--- src/rtl/uart_word_tx.sv ---
// 8N1 UART transmitter for 16-bit result words: raw high/low byte pair by default,
// or four uppercase hex digits plus CR/LF when UART_WORD_TX_ASCII_HEX_EN is defined.
module uart_word_tx #(
  parameter int CLKS_PER_BIT = 868,
  parameter int WORD_W       = 16
) (
  input  logic              clk,
  input  logic              reset,
  input  logic [WORD_W-1:0] word_in,
  input  logic              word_valid,
  output logic              word_ready,
  output logic              busy,
  output logic              byte_sent,
  output logic              uart_tx
);

  localparam int CW = (CLKS_PER_BIT > 1) ? $clog2(CLKS_PER_BIT) : 1;
  localparam logic [CW-1:0] BAUD_LAST = CW'(CLKS_PER_BIT - 1);

`ifdef UART_WORD_TX_ASCII_HEX_EN
  localparam logic [2:0] LAST_BYTE = 3'd5;
`else
  localparam logic [2:0] LAST_BYTE = 3'd1;
`endif

  typedef enum logic [2:0] {
    IDLE,
    LOAD,
    START,
    DATA,
    STOP
  } state_t;

  state_t            state_reg;
  logic [CW-1:0]     baud_cnt_reg;
  logic [2:0]        bit_cnt_reg;
  logic [2:0]        byte_idx_reg;
  logic [WORD_W-1:0] word_reg;
  logic [7:0]        shift_reg;
  logic              tx_reg;
  logic              busy_reg;
  logic              ready_reg;
  logic              sent_reg;
  logic [7:0]        sel_byte;
  logic              baud_last;

  assign baud_last = (baud_cnt_reg == BAUD_LAST);

`ifdef UART_WORD_TX_ASCII_HEX_EN
  // 0-9 -> '0'..'9', A-F -> 'A'..'F' ('A' - 10 = 0x37)
  function automatic logic [7:0] hex_char(input logic [3:0] n);
    return (n < 4'd10) ? (8'h30 + {4'h0, n}) : (8'h37 + {4'h0, n});
  endfunction

  always_comb begin
    sel_byte = 8'h0A;
    case (byte_idx_reg)
      3'd0:    sel_byte = hex_char(word_reg[15:12]);
      3'd1:    sel_byte = hex_char(word_reg[11:8]);
      3'd2:    sel_byte = hex_char(word_reg[7:4]);
      3'd3:    sel_byte = hex_char(word_reg[3:0]);
      3'd4:    sel_byte = 8'h0D;
      default: sel_byte = 8'h0A;
    endcase
  end
`else
  always_comb begin
    sel_byte = (byte_idx_reg == 3'd0) ? word_reg[15:8] : word_reg[7:0];
  end
`endif

  always_ff @(posedge clk or posedge reset) begin
    if (reset) begin
      state_reg    <= IDLE;
      baud_cnt_reg <= '0;
      bit_cnt_reg  <= '0;
      byte_idx_reg <= '0;
      word_reg     <= '0;
      shift_reg    <= '0;
      tx_reg       <= 1'b1;
      busy_reg     <= 1'b0;
      ready_reg    <= 1'b1;
      sent_reg     <= 1'b0;
    end else begin
      sent_reg <= 1'b0;
      case (state_reg)
        IDLE: begin
          if (word_valid) begin
            word_reg     <= word_in;
            byte_idx_reg <= '0;
            busy_reg     <= 1'b1;
            ready_reg    <= 1'b0;
            state_reg    <= LOAD;
          end
        end
        LOAD: begin
          shift_reg    <= sel_byte;
          tx_reg       <= 1'b0;
          baud_cnt_reg <= '0;
          state_reg    <= START;
        end
        START: begin
          if (baud_last) begin
            baud_cnt_reg <= '0;
            bit_cnt_reg  <= '0;
            tx_reg       <= shift_reg[0];
            state_reg    <= DATA;
          end else begin
            baud_cnt_reg <= baud_cnt_reg + 1'b1;
          end
        end
        DATA: begin
          if (baud_last) begin
            baud_cnt_reg <= '0;
            if (bit_cnt_reg == 3'd7) begin
              tx_reg    <= 1'b1;
              state_reg <= STOP;
            end else begin
              // shift_reg[1] becomes the next bit once the register shifts
              bit_cnt_reg <= bit_cnt_reg + 1'b1;
              tx_reg      <= shift_reg[1];
              shift_reg   <= {1'b0, shift_reg[7:1]};
            end
          end else begin
            baud_cnt_reg <= baud_cnt_reg + 1'b1;
          end
        end
        STOP: begin
          if (baud_last) begin
            baud_cnt_reg <= '0;
            sent_reg     <= 1'b1;
            if (byte_idx_reg == LAST_BYTE) begin
              busy_reg  <= 1'b0;
              ready_reg <= 1'b1;
              state_reg <= IDLE;
            end else begin
              byte_idx_reg <= byte_idx_reg + 1'b1;
              state_reg    <= LOAD;
            end
          end else begin
            baud_cnt_reg <= baud_cnt_reg + 1'b1;
          end
        end
        default: state_reg <= IDLE;
      endcase
    end
  end

  assign uart_tx    = tx_reg;
  assign busy       = busy_reg;
  assign word_ready = ready_reg;
  assign byte_sent  = sent_reg;

endmodule

--- config.mk ---
export PLATFORM = sky130hd
export DESIGN_NAME = uart_word_tx
export DESIGN_NICKNAME = d
export VERILOG_FILES = /design/src/rtl/uart_word_tx.sv
export SDC_FILE = /design/constraint.sdc
export NUM_CORES = 1
export LEC_CHECK = 0
export CAP_MARGIN = 5
export CORE_ASPECT_RATIO = 0.7
export CORE_MARGIN = 4
export CORE_UTILIZATION = 45
export CTS_BUF_LIST = sky130_fd_sc_hd__clkbuf_8
export CTS_CLUSTER_DIAMETER = 40
export CTS_CLUSTER_SIZE = 12
export DETAILED_ROUTE_END_ITERATION = 7
export PLACE_DENSITY = 0.76
export REMOVE_ABC_BUFFERS = 1
export SLEW_MARGIN = 0
export SYNTH_ARGS = -nofsm -noshare
export SYNTH_HDL_FRONTEND = slang
export SYNTH_SLANG_ARGS = --single-unit
--- constraint.sdc ---
create_clock -name clk -period 2.4 [get_ports clk]
set_clock_uncertainty 0.05 [all_clocks]
set_input_delay 0.24 -clock clk [delete_from_list [all_inputs] [get_ports clk]]
set_output_delay 0.24 -clock clk [all_outputs]
set_load 0.005 [all_outputs]
==> After elaboration in Yosys (flattened, before gate mapping) <==
Cells that the tools add are included.
{ "word_totals": {"reg_bits": 47, "in_bits": 19, "output_inout_bits": 4, "wordCells": 78} }
{ "op_classes": {"add_sub_neg": 3, "eq_ne": 15, "muxes": 35, "reduce_logical": 15} }
{ "op_table": {"columns": ["cell", "n"], "rows": [
  ["$mux 3", 11],
  ["$mux 8", 3],
  ["$pmux 10 s2", 1],
  ["$ne 2x2->1 const B", 8],
  ["$pmux 8 s2", 1],
  ["$pmux 3 s5", 1],
  ["$mux 1", 12],
  ["$pmux 3 s2", 2],
  ["$reduce_and 4->1", 3],
  ["$add 10x1->10 const B", 1],
  ["$eq 10x10->1 const B", 1],
  ["$mux 10", 1],
  ["$reduce_bool 2->1", 4],
  ["$add 3x1->3 const B", 2],
  ["$eq 3x1->1 const B", 2],
  ["$eq 3x2->1 const B", 2],
  ["$eq 3x3->1 const B", 2],
  ["$logic_not 3->1", 2],
  ["$reduce_and 3->1", 2],
  ["$reduce_and 5->1", 1],
  ["$pmux 1 s2", 2],
  ["$pmux 1 s3", 1],
  ["$reduce_bool 3->1", 1],
  ["$reduce_or 3->1", 1],
  ["$reduce_and 2->1", 1]
]} }

==> Longest topological paths before layout <==
{ "depth": {"word_depth": 4, "ltp_mapped": 7, "ltp_nobuf": 6} }

==> Worst setup path after synthesis <==
Ideal clock, no wire load.
{ "synth_timing": {"kind": "register to register", "from": "reg bit_cnt_reg[0]", "to": "reg shift_reg[0]", "setup_ps": 128, "arrival_ps": 1692, "required_time_ps": 2222, "path_slack_ps": 530, "path_stages_with_launch": 6, "n_path_buf": 0, "synth_period_minus_slack_ps": 1870, "path_cell_list": "dfrtp_1 -> ha_1 -> ha_1 -> o41ai_4 -> nand3b_4 -> mux2_1"} }
{ "synth_via": {"elab_chain_len": 3} }
{ "synth_rtl": {"columns": ["element", "line", "source"], "rows": [
  ["start, declared", "36", "logic [2:0] bit_cnt_reg;"],
  ["start signal, assigned", "120", "bit_cnt_reg <= bit_cnt_reg + 1'b1;"],
  ["$eq 3x3->1", "115", "if (bit_cnt_reg == 3'd7) begin"],
  ["$ne 2x2->1 (no source line)", null, null],
  ["$reduce_and 3->1 (no source line)", null, null],
  ["end signal, assigned", "97", "shift_reg <= sel_byte;"],
  ["end signal, assigned", "122", "shift_reg <= {1'b0, shift_reg[7:1]};"],
  ["end, declared", "39", "logic [7:0] shift_reg;"]
]} }
No other way between the ends.
A chain may end at the register's enable or synchronous reset.

==> Worst setup path after layout <==
{ "layout_timing": {"from": "reg state_reg[1]", "to": "reg baud_cnt_reg[8]"} }
{ "layout_via": {"elab_chain_len": 3, "elab_cells_between_ends": 7, "classes_between": "eq/ne (4); mux (1); reduce/logical (2)"} }
{ "layout_rtl": {"columns": ["element", "line", "source"], "rows": [
  ["start, declared", "34", "state_t state_reg;"],
  ["start signal, assigned", "74", "state_reg <= IDLE;"],
  ["start signal, assigned", "93", "state_reg <= LOAD;"],
  ["start signal, assigned", "100", "state_reg <= START;"],
  ["$eq 3x3->1 or $eq 3x2->1 (tied branches)", "86", "case (state_reg)"],
  ["$reduce_or 3->1 (no source line)", null, null],
  ["$pmux 10 s2 or $reduce_bool 2->1 (tied branches)", null, null],
  ["end signal, assigned", "109", "baud_cnt_reg <= baud_cnt_reg + 1'b1;"],
  ["end signal, assigned", "125", "baud_cnt_reg <= baud_cnt_reg + 1'b1;"],
  ["end signal, assigned", "141", "baud_cnt_reg <= baud_cnt_reg + 1'b1;"],
  ["end, declared", "35", "logic [CW-1:0] baud_cnt_reg;"]
]} }
Parallel ways exist; a longest one is shown, timed or not.

==> metrics <==
outcome=complete, no violations; Total Nets Final=274; largest stage delay on the critical path=0.55 ns; number of global-route vias before repair=1,715; minimum hold slack=0.242 ns; fin area=2860 µm²; I/O pin count=23; worst hold-check path type=in -> async; Setup CP Type=reg -> reg; H-tree Lvls=2; Post-DP Area=2770 µm²; Max Cap Viol=0; Avg WL per Cell=15.0 µm; Worst slew margin=59.0%; starting utilization of the core area=46.8%; Worst EP required=2.58 ns; ANT cells=0; DRT antenna net count=0; post-route DRC violation count=0; Critical Path Fanout Max=12; CTS Buffer Depth=2; drt via density=5.49; CTS tree=done; worst-margin pin slew=0.613 ns; FF/Latch Area=1180 µm²; Worst Setup End Kind=flop; Tot Pwr=0.00139 W; PwrDens=486 nW/µm²; final setup fails=0; Lkg Pwr=1.41 nW; worst path cell trace=nor3b_1, o32ai_1, or4_1, nand3_1; clk slew on worst S/H paths=0.08 ns; Initial DRT Pass Iterations=4; Unique masters post-synth=52; total die area=6770 µm²; slowest stage cell, crit path=or4_1; Buffers on Ports=22; final period utilization=84.3%; share of layout cells above drive strength 1=16.4%; yosys warns=0; worst reg2reg path depth=4; CTS Root Cell=clkbuf_8; post-CTS sizing=0; Cells after Synth=224; antenna violations before repair=0; Syn-to-layout area delta=15.6%; routed wire length=4830 µm; synthesized area=2470 µm²; gpl congestion=0.855; largest net degree at the start of global routing=48; Skew-Pair Late Insertion Delay=0.30 ns; minimum clock period=2.02 ns; Post-synth EDFFs=0; DIE WIDTH=96.6 µm; post-synthesis async set-or-reset flop share=100%; grt total ovfl=0; drt initial violations=123; Peak supply drop=319 µV; main area contributors after synthesis=dfrtp_1, mux2_2, mux2i_1; # clock sinks=47; via count=1,767; fmax=494 MHz; Tot GR Track Use=14.8%; startpoint class of the critical path=flop; # rows=22; area of the multi-input gates=1180 µm²; area leader, netlist=dfrtp_1; number of synthesized register bits=47; setup bufs post-CTS=0; unrepaired setup endpoints after global routing=no; share of the synthesized area in the top cell type=45.5%; Hold Buf Count CTS=0; flop-to-flop setup slack=0.38 ns; Placeable Area=5290 µm²; die height=70.0 µm; Worst Path Arrival=2.21 ns; most common flop cell mapped by yosys=dfrtp_1; Mapped Avg Cell Area=11.0 µm²; max FFs per register=16; max-slew violation count=0; fillers=486; DP HPWL=3590 µm; total CTS buffers=5; global-route wire length before repair=8140 µm; Hold Violations, Final=0; Seq/Total Area, Yosys=47.6%
## where the power goes
part	internal, W	leakage, nW	switching [W]
clock	0.000228	0.0524	0.000253
combinational	0.0000527	0.764	0.0000312
sequential	0.000814	0.596	0.0000116
## critical path: cells and delay by family (launching register included)
kind	cells	cell delay [ns]
AND/OR/NAND/NOR	3	1.10
flip-flops	1	0.53
AO/OA/AOI/OAI	1	0.28
## final timing paths
kind                                   start              end
min in group clk                  word_ready       word_ready
worst max-delay path            state_reg[1]  baud_cnt_reg[8]
worst max register to register  state_reg[1]  baud_cnt_reg[8]
worst min register to register    word_ready       word_ready
max in group asynchronous              reset       word_ready
worst min-delay path                   reset      word_reg[1]
## per-stage QoR
stage	cells	util, %	setup TNS, ns	setup slack, ns
global placement	314	52.4	0	0.454
floorplan	213	-	-13.73	-0.780
detailed placement	314	52.4	0	0.402
CTS	322	54.1	0	0.380
finish	322	54.1	0	0.377
global route	322	54.1	0	0.185
## layout make-up
cell class | instances | area share [%]
clock buffer | 6 | 2.89
clock inverter | 2 | 0.306
inverter | 8 | 1.05
multi-input combinational | 158 | 41.4
sequential | 47 | 41.2
tap | 72 | 3.15
timing repair buffer | 29 | 9.97
## synth_stat cells (2+ instances only)
| master | instances |
|---|---|
| inv_1 | 8 |
| nand2b_1 | 2 |
| dfstp_2 | 2 |
| mux2_2 | 16 |
| ha_1 | 6 |
| nor3b_1 | 2 |
| dfrtp_1 | 45 |
| a21oi_1 | 15 |
| o21ai_0 | 8 |
| and3_1 | 4 |
| mux2i_1 | 9 |
| a211oi_1 | 2 |
| nand2_1 | 14 |
| clkbuf_1 | 2 |
| a41oi_1 | 2 |
| a21o_1 | 2 |
| buf_4 | 2 |
| nor2_1 | 16 |
| mux2_1 | 7 |
| buf_2 | 3 |
| clkbuf_8 | 2 |
| nor2b_1 | 3 |
| nor3_1 | 4 |
| buf_6 | 2 |
| o21ai_1 | 2 |
| nand3_1 | 10 |
| and2_1 | 2 |
| a31oi_1 | 7 |
| a22o_1 | 2 |
## cell usage in the layout, fill, tap and decap left out, types with 8 or more instances in the layout
cell type and count:
o21ai_0 8, mux2i_1 9, clkdlybuf4s50_1 22, nand2_1 14, dfrtp_1 45, inv_1 8
nand3_1 10, nor2_1 16, mux2_2 16, a21oi_1 15
## metal layers
| metal | GRT usage, % | wire length, µm | part of all wire, % |
|---|---|---|---|
| met5 | 0 | 0 | 0 |
| met3 | 3.19 | 183 | 3.8 |
| met4 | 3.74 | 27 | 0.56 |
| met2 | 20.9 | 2070 | 43 |
| met1 | 22.6 | 2550 | 53 |
## logic make-up (layout without fill, tap and decap cells)
| family | Yosys count | count (layout) | synth area share, % |
|---|---|---|---|
| simple gates | 67 | 67 | 15.0 |
| compound gates | 50 | 50 | 14.2 |
| flops | 47 | 47 | 47.6 |
| mux | 33 | 33 | 14.7 |
| buf+inv | 19 | 45 | 4.75 |
| fa+ha+maj | 6 | 6 | 3.03 |
| xor+xnor | 2 | 2 | 0.708 |
No activity file was read; power rests on OpenSTA's default activity.
